===== src/rtl/imem_boot_loader_pkg.sv =====
// Shared constants for the IMEM boot loader: FSM encodings, frame field sizes
// and checksum width.
package imem_boot_loader_pkg;

  localparam logic [2:0] ST_IDLE  = 3'd0;
  localparam logic [2:0] ST_LEN0  = 3'd1;
  localparam logic [2:0] ST_LEN1  = 3'd2;
  localparam logic [2:0] ST_DATA  = 3'd3;
  localparam logic [2:0] ST_CSUM  = 3'd4;
  localparam logic [2:0] ST_DONE  = 3'd5;
  localparam logic [2:0] ST_ERROR = 3'd6;

  localparam int LEN_BYTES      = 2;
  localparam int LEN_W          = 8 * LEN_BYTES;
  localparam int BYTES_PER_WORD = 4;
  localparam int IDX_W          = $clog2(BYTES_PER_WORD);
  localparam int CSUM_W         = 8;

  // States in which the loader is consuming frame bytes.
  function automatic logic accepts_bytes(input logic [2:0] st);
    return st inside {ST_LEN0, ST_LEN1, ST_DATA, ST_CSUM};
  endfunction

endpackage


===== src/rtl/imem_boot_loader_packer.sv =====
// Packs four consecutive bytes into one little-endian 32-bit word and flags
// the cycle in which the fourth byte arrives.
module imem_boot_loader_packer
  import imem_boot_loader_pkg::*;
(
  input  logic        clk,
  input  logic        rst_n,
  input  logic        clear_i,
  input  logic        byte_valid_i,
  input  logic [7:0]  byte_i,
  output logic        word_valid_o,
  output logic [31:0] word_o
);

  logic [IDX_W-1:0] idx_q, idx_d;
  logic [23:0]      lo_q, lo_d;

  // NOTE: every signal gets a default before the branches so no latch is inferred.
  always_comb begin
    idx_d = idx_q;
    lo_d  = lo_q;
    if (clear_i) begin
      idx_d = '0;
    end else if (byte_valid_i) begin
      idx_d = idx_q + 1'b1;
      case (idx_q)
        2'd0:    lo_d[7:0]   = byte_i;
        2'd1:    lo_d[15:8]  = byte_i;
        2'd2:    lo_d[23:16] = byte_i;
        default: ;
      endcase
    end
  end

  // The top byte bypasses the buffer so the word is ready in the cycle it completes.
  assign word_valid_o = byte_valid_i & ~clear_i & (idx_q == IDX_W'(BYTES_PER_WORD - 1));
  assign word_o       = {byte_i, lo_q};

  // NOTE: sequential state uses non-blocking assignments; the small byte buffer is
  // reset as well so the assembled word is never X, even though idx_q alone gates it.
  always_ff @(posedge clk or negedge rst_n) begin
    if (!rst_n) begin
      idx_q <= '0;
      lo_q  <= '0;
    end else begin
      idx_q <= idx_d;
      lo_q  <= lo_d;
    end
  end

endmodule


===== src/rtl/imem_boot_loader.sv =====
// Receives a length/data/checksum byte frame, writes the packed words into IMEM
// and releases the core from reset only after the checksum verifies.
module imem_boot_loader
  import imem_boot_loader_pkg::*;
#(
  parameter int ADDR_W = 10
) (
  input  logic              clk,
  input  logic              rst_n,
  input  logic              load_req,
  input  logic              rx_valid,
  input  logic [7:0]        rx_data,
  output logic              rx_ready,
  output logic              imem_we,
  output logic [ADDR_W-1:0] imem_addr,
  output logic [31:0]       imem_wdata,
  output logic              core_rst_n,
  output logic              done,
  output logic              error,
  output logic [ADDR_W:0]   words_loaded
);

  localparam int DEPTH = 2 ** ADDR_W;

  logic [2:0]        state_q, state_d;
  logic [LEN_W-1:0]  len_q, len_d;
  logic [CSUM_W-1:0] csum_q, csum_d;
  logic [ADDR_W:0]   words_q, words_d;
  logic              we_q, we_d;
  logic [ADDR_W-1:0] addr_q, addr_d;
  logic [31:0]       wdata_q, wdata_d;
  logic              core_q, core_d;
  logic              done_q, done_d;
  logic              err_q, err_d;

  logic              xfer;
  logic              word_valid;
  logic [31:0]       word;
  logic [LEN_W:0]    len_full;
  logic [LEN_W:0]    words_next;

  assign rx_ready = accepts_bytes(state_q) & ~load_req;
  assign xfer     = rx_valid & rx_ready;

  imem_boot_loader_packer u_packer (
    .clk          (clk),
    .rst_n        (rst_n),
    .clear_i      (load_req),
    .byte_valid_i (xfer && (state_q == ST_DATA)),
    .byte_i       (rx_data),
    .word_valid_o (word_valid),
    .word_o       (word)
  );

  // Widened by one bit so N == DEPTH compares correctly at every ADDR_W.
  assign len_full   = {1'b0, rx_data, len_q[7:0]};
  assign words_next = (LEN_W + 1)'(words_q) + 1'b1;

  always_comb begin
    state_d = state_q;
    len_d   = len_q;
    csum_d  = csum_q;
    words_d = words_q;
    we_d    = 1'b0;
    addr_d  = addr_q;
    wdata_d = wdata_q;
    core_d  = core_q;
    done_d  = done_q;
    err_d   = err_q;

    if (word_valid) begin
      we_d    = 1'b1;
      addr_d  = words_q[ADDR_W-1:0];
      wdata_d = word;
      words_d = words_q + 1'b1;
    end

    if (load_req && (state_q != ST_IDLE)) begin
      state_d = ST_LEN0;
      csum_d  = '0;
      words_d = '0;
      done_d  = 1'b0;
      err_d   = 1'b0;
      core_d  = 1'b0;
    end else begin
      case (state_q)
        ST_IDLE: state_d = ST_LEN0;
        ST_LEN0: if (xfer) begin
          len_d[7:0] = rx_data;
          csum_d     = csum_q ^ rx_data;
          state_d    = ST_LEN1;
        end
        ST_LEN1: if (xfer) begin
          len_d[LEN_W-1:8] = rx_data;
          csum_d           = csum_q ^ rx_data;
          if (len_full > (LEN_W + 1)'(DEPTH)) begin
            state_d = ST_ERROR;
            err_d   = 1'b1;
            core_d  = 1'b0;
          end else if (len_full == '0) begin
            state_d = ST_CSUM;
          end else begin
            state_d = ST_DATA;
          end
        end
        ST_DATA: if (xfer) begin
          csum_d = csum_q ^ rx_data;
          if (word_valid && (words_next == {1'b0, len_q})) state_d = ST_CSUM;
        end
        ST_CSUM: if (xfer) begin
          if (rx_data == csum_q) begin
            state_d = ST_DONE;
            done_d  = 1'b1;
            core_d  = 1'b1;
          end else begin
            state_d = ST_ERROR;
            err_d   = 1'b1;
            core_d  = 1'b0;
          end
        end
        ST_DONE, ST_ERROR: ;
        default: state_d = ST_IDLE;
      endcase
    end
  end

  always_ff @(posedge clk or negedge rst_n) begin
    if (!rst_n) begin
      state_q <= ST_IDLE;
      len_q   <= '0;
      csum_q  <= '0;
      words_q <= '0;
      we_q    <= 1'b0;
      addr_q  <= '0;
      wdata_q <= '0;
      core_q  <= 1'b0;
      done_q  <= 1'b0;
      err_q   <= 1'b0;
    end else begin
      state_q <= state_d;
      len_q   <= len_d;
      csum_q  <= csum_d;
      words_q <= words_d;
      we_q    <= we_d;
      addr_q  <= addr_d;
      wdata_q <= wdata_d;
      core_q  <= core_d;
      done_q  <= done_d;
      err_q   <= err_d;
    end
  end

  assign imem_we      = we_q;
  assign imem_addr    = addr_q;
  assign imem_wdata   = wdata_q;
  assign core_rst_n   = core_q;
  assign done         = done_q;
  assign error        = err_q;
  assign words_loaded = words_q;

endmodule


===== config.mk =====
export PLATFORM = sky130hd
export DESIGN_NAME = imem_boot_loader
export DESIGN_NICKNAME = d
export VERILOG_FILES = /design/src/rtl/imem_boot_loader_pkg.sv /design/src/rtl/imem_boot_loader_packer.sv /design/src/rtl/imem_boot_loader.sv
export SDC_FILE = /design/constraint.sdc
export NUM_CORES = 1
export LEC_CHECK = 0
export ABC_AREA = 0
export CAP_MARGIN = 30
export CORE_MARGIN = 1.5
export CORE_UTILIZATION = 55
export DETAILED_ROUTE_END_ITERATION = 10
export PLACE_DENSITY = 0.8
export SLEW_MARGIN = 10
export SYNTH_ARGS = -nofsm -noshare
export SYNTH_HDL_FRONTEND = slang
export SYNTH_HIERARCHICAL = 1
export SYNTH_SLANG_ARGS = --single-unit

===== constraint.sdc =====
create_clock -name clk -period 4.8 [get_ports clk]
set_clock_uncertainty 0.1 [all_clocks]
set_input_delay 1.44 -clock clk [delete_from_list [all_inputs] [get_ports clk]]
set_output_delay 1.44 -clock clk [all_outputs]
set_load 0.1 [all_outputs]

Yosys cells after proc, flatten, opt, wreduce, memory -nomap -nowiden
Cells that the tools add are included.
- register bits: 110
- bits in latches: 0
- RAM bits: 0
- memory bits (read-only): 0
- input port bits: 12
- memories kept: 0
- add/subtract/negate cells: 3
- multipliers: 0
- divide/modulo/power cells: 0
- order comparisons: 1
- eq/ne operators: 19
- shift-type cells: 0
- mux-type cells: 34
- bitwise logic cells: 7
- reductions and logical operators: 27
- operators by type and width (cell ; count):
    3-bit two-way mux ; 8
    8-bit two-way mux ; 3
    11-bit two-way mux ; 2
    3-bit case mux with 6 select lines ; 1
    3-bit AND reduction ; 6
    17-bit logical NOT ; 1
    12-bit by 16-bit == test with 1-bit output ; 1
    16-bit by 11-bit greater-than comparator with 1-bit output, second input constant ; 1
    1-bit two-way mux ; 15
    11-bit by 1-bit adder with 12-bit output, second input constant ; 1
    3-bit by 2-bit inequality test with 1-bit output, second input constant ; 4
    2-bit nonzero test ; 6
    11-bit by 1-bit adder with 11-bit output, second input constant ; 1
    3-bit == test, second input constant ; 3
    8-bit == test ; 1
    8-bit bitwise XOR ; 1
    3-bit by 2-bit == test with 1-bit output, second input constant ; 2
    2-bit two-way mux ; 3
    3-bit by 1-bit inequality test with 1-bit output, second input constant ; 2
    6-bit AND reduction ; 1
    3-bit nonzero test ; 2
    5-bit AND reduction ; 1
    1-bit AND ; 4
    2-bit == test, second input constant ; 2
    15 further kinds ; 19

Depth between registers and ports, before layout
- depth after elaboration: 12
- mapped depth: 11
- depth with buffers taken out: 8

By module
The synthesis kept the hierarchy.
- modules (own cells, without submodules) (module ; instances ; cells each ; area an instance (sq um) ; sequential area each (sq um)):
    imem_boot_loader ; 1 ; 353 ; 4085.2 ; 2102.0
    imem_boot_loader_packer ; 1 ; 73 ; 1149.9 ; 650.6

Worst setup path after synthesis
No wires, ideal clock.
- kind: input port to output port
- start: in load_req
- end: out rx_ready
- arrival time: 2.884 ns
- required time: 3.260 ns
- path slack: 0.376 ns
- stages: 2
- path through: clkbuf_1 -> nor2_1
- cells in the longest elaborated chain, start to end: 2
- ends and longest elaborated chain (element ; line ; source):
    start, declared ; imem_boot_loader.sv:10 ; input logic load_req,
    1-bit NOT (no line) ; n/a ;
    1-bit AND ; imem_boot_loader.sv:42 ; assign rx_ready = accepts_bytes(state_q) & ~load_req;
    end, declared ; imem_boot_loader.sv:13 ; output logic rx_ready,
Every way passes these cells.

Worst setup path in the final report
Same ends and word-level chain as after synthesis.

==> flow_summary.toml <==
[outcome]
status = "finished clean"

[die]
core_um2 = 9240
die_h_um = 100.6
io_pins = 70
die_w_um = 100.6
row_count = 35
die-area_um2 = 10110
initial_core_util_pct = 56.66

[cells_and_area]
stdcell_count = 625
diodes = 0
drive_above_1_share_pct = 25.20
area_delta_synth_final_pct = 18.83
nets = 508
final_util_pct = 67.33

[drt]
ant_nets = 0
vias = 3491
viasPerCell = 5.586
finalWirelength_um = 10710
detail_route.wl_per_cell_um = 17.13
drt-initial-drc-count = 223
first_pass_iters = 5
drc_errors = 0

[setup_path]
worstPathArrival_ns = 2.45
crit_chain = "clkdlybuf4s50_1, nor2_1, buf_12"
worstSetupPathType = "input port to output port"
setup.worst_path.end_class = "output port"
crit_path_max_fanout = 8
crit_path_max_incr_delay_ns = 0.55
crit_path_top_delay_cell = "clkdlybuf4s50_1"
required_ns = 3.26
start_kind = "input port"

[timing]
timing.slew.headroom_pct = 33.11
finalSetupTns_ns = 0
worstMarginPinSlew_ns = 1.000
post-route-period-util_pct = 83.05
slew_viol_final = 0
rsz0062_at_grt = "no"
setup_ws_ns = 0.8134
fmax_mhz = 250.8
final_hold_viol_count = 0
post-route-min-period_ns = 3.987
finalSetupViolCount = 0

[cts]
cts_resized = 0
clk_latency_ns = 0.38
clkSinkCount = 110
cts_setup_buffers = 0
clockRootBuffer = "clkbuf_8"
cts_tree = "yes"
ctsHoldBuffers = 0
clock_path_buffers = 2
cts_inserted_buffers = 9
path_clk_slew_ns = 0.10
htreeDepth = 3

[job]
max_cap_violations = 0

[power_and_ir_drop]
total_power_mw = 2.354
ir_worst_vdd_v = 0.0002424
p_leak_nw = 2.839
p_per_area_nw_per_um2 = 378.4

[yosys]
syn_inst = 426
netlist_top_cells_area = "dfrtp_1 (53%), mux2_2 (17%), xor2_1 (2.8%)"
synth_seq_cells = 110
synth.distinct_cells = 59
yosysSeqAreaShare_pct = 52.58
synth-edff-count = 0
ys_warn_count = 6
syn_avg_cell_area_um2 = 12.29
async_reset_ff_share_pct = 100.0
yosysTopAreaCell = "dfrtp_1"
ys_dominant_reg_cell = "dfrtp_1"
synth_top_area_share_pct = 52.58
synth_area_um2 = 5235
syn_nets = 443

[global_routing]
grt_pass1_vias = 3577
overflow = 0
grt_pass1_wl_um = 18150
grt_max_degree = 51
antenna_found_initial = 0
track_usage_pct = 23.31

[place]
place.gp.congestion = 0.8527
port_buffers = 69
dp_hpwl_um = 7371
pre_cts_ws_ns = 0.7357
placed_cells = 609

[hold_path]
hold_class = "register to register"
-- area by class of cell --
| class | count | area [um^2] |
|---|---|---|
| clock buffers | 10 | 127.6 |
| clock inverters | 6 | 70.07 |
| fillers | 708 | 3019 |
| inverters | 11 | 41.29 |
| multi-input cells | 279 | 2287 |
| flip-flops and latches | 110 | 2753 |
| well taps | 129 | 161.4 |
| repair buffers | 80 | 780.7 |
-- Yosys cell counts, types with 2 or more instances --
cell type and count:
ha_1 5, nand3_1 8, a211oi_1 2, nor2b_1 2, a211o_1 2, xnor2_1 16, o21a_1 2, nand2b_1 5
a21oi_1 4, clkbuf_1 8, o31a_1 2, and3_1 4, buf_2 3, a31oi_1 3, o31ai_1 2, o311a_1 2
mux2_1 2, inv_1 11, dfrtp_1 110, nand2_1 22, nor3b_1 2, o21ai_1 3, nor3_1 5, nor3_2 3
nor4_1 10, nand3b_4 3, o21ai_0 16, nor2_1 30, buf_1 2, buf_4 12, mux2_2 79, o211ai_1 2
mux2i_1 2, xor2_1 17
-- per-stage QoR --
stage / instance area [um^2] / hold slack, ns
final: 6221 / 0.3935
after global routing: 6221 / 0.4279
after CTS: 6221 / 0.4016
after detailed placement: 6023 / 0.3834
after global placement: 6023 / 0.3604
after floorplan: 5235 / 0.3568
-- kinds of logic (layout without fill, tap and decap cells) --
kind of cell	after synthesis	after routing	synth area share, %
AO/OA/AOI/OAI	52	52	7.266
buffers and inverters	37	107	3.729
AND/OR/NAND/NOR	104	104	11.42
adder cells (fa/ha/maj)	6	6	1.386
flip-flops	110	110	52.58
multiplexers	84	84	18.09
XOR/XNOR	33	33	5.521
-- state kept, by name, summed over array words and instances (netlist names) --
register / cells
imem_we: 1
u_packer/lo_q: 24
u_packer/idx_q: 2
core_rst_n: 1
imem_wdata: 32
done: 1
state_q: 3
error: 1
csum_q: 8
len_q: 16
words_loaded: 11
imem_addr: 10
-- worst max-delay path: cells and delay by family --
family	cells	cell delay [ns]
buffers and inverters	2	0.76
and+or+nand+nor	1	0.25
-- metal layers --
layer / part of all wire (%) / global-route usage, %
met1: 45 / 31.46
met2: 48 / 37.62
met4: 1.1 / 8.342
met3: 5.6 / 4.854
met5: 0 / 0
-- worst paths after layout --
path | cells after the start | to | slack, ns | start
worst min-delay path | 2 | core_rst_n$_DFFE_PN0P_ | 0.39 | core_rst_n$_DFFE_PN0P_
worst max register to register | 7 | state_q[1]$_DFFE_PN0P_ | 2.27 | words_loaded[0]$_DFFE_PN0P_
worst max-delay path | 3 | rx_ready | 0.81 | load_req
min in group asynchronous | 1 | done$_DFFE_PN0P_ | 0.97 | rst_n
worst min register to register | 2 | core_rst_n$_DFFE_PN0P_ | 0.39 | core_rst_n$_DFFE_PN0P_
max in group asynchronous | 2 | imem_wdata[16]$_DFFE_PN0P_ | 2.77 | rst_n
-- cell usage in the layout, fill, tap and decap left out, types with 3 or more instances in the layout --
cell type,instances
o21ai_1,3
mux2_2,79
clkbuf_8,9
nor3_1,5
nand3b_4,3
and3_1,4
nand2_1,22
nand3_1,8
nor2_1,30
inv_1,11
nor3_2,3
a21oi_1,4
xnor2_1,16
nand2b_1,5
ha_1,5
clkdlybuf4s50_1,67
buf_4,12
a31oi_1,3
dfrtp_1,110
o21ai_0,16
xor2_1,17
nor4_1,10
-- where the power goes --
group	internal, mW	switching [mW]
Combinational	0.271	0.304
Sequential	1.07	0.148
Clock	0.246	0.318
Total	1.58	0.770
No activity file was read; power rests on OpenSTA's default activity.
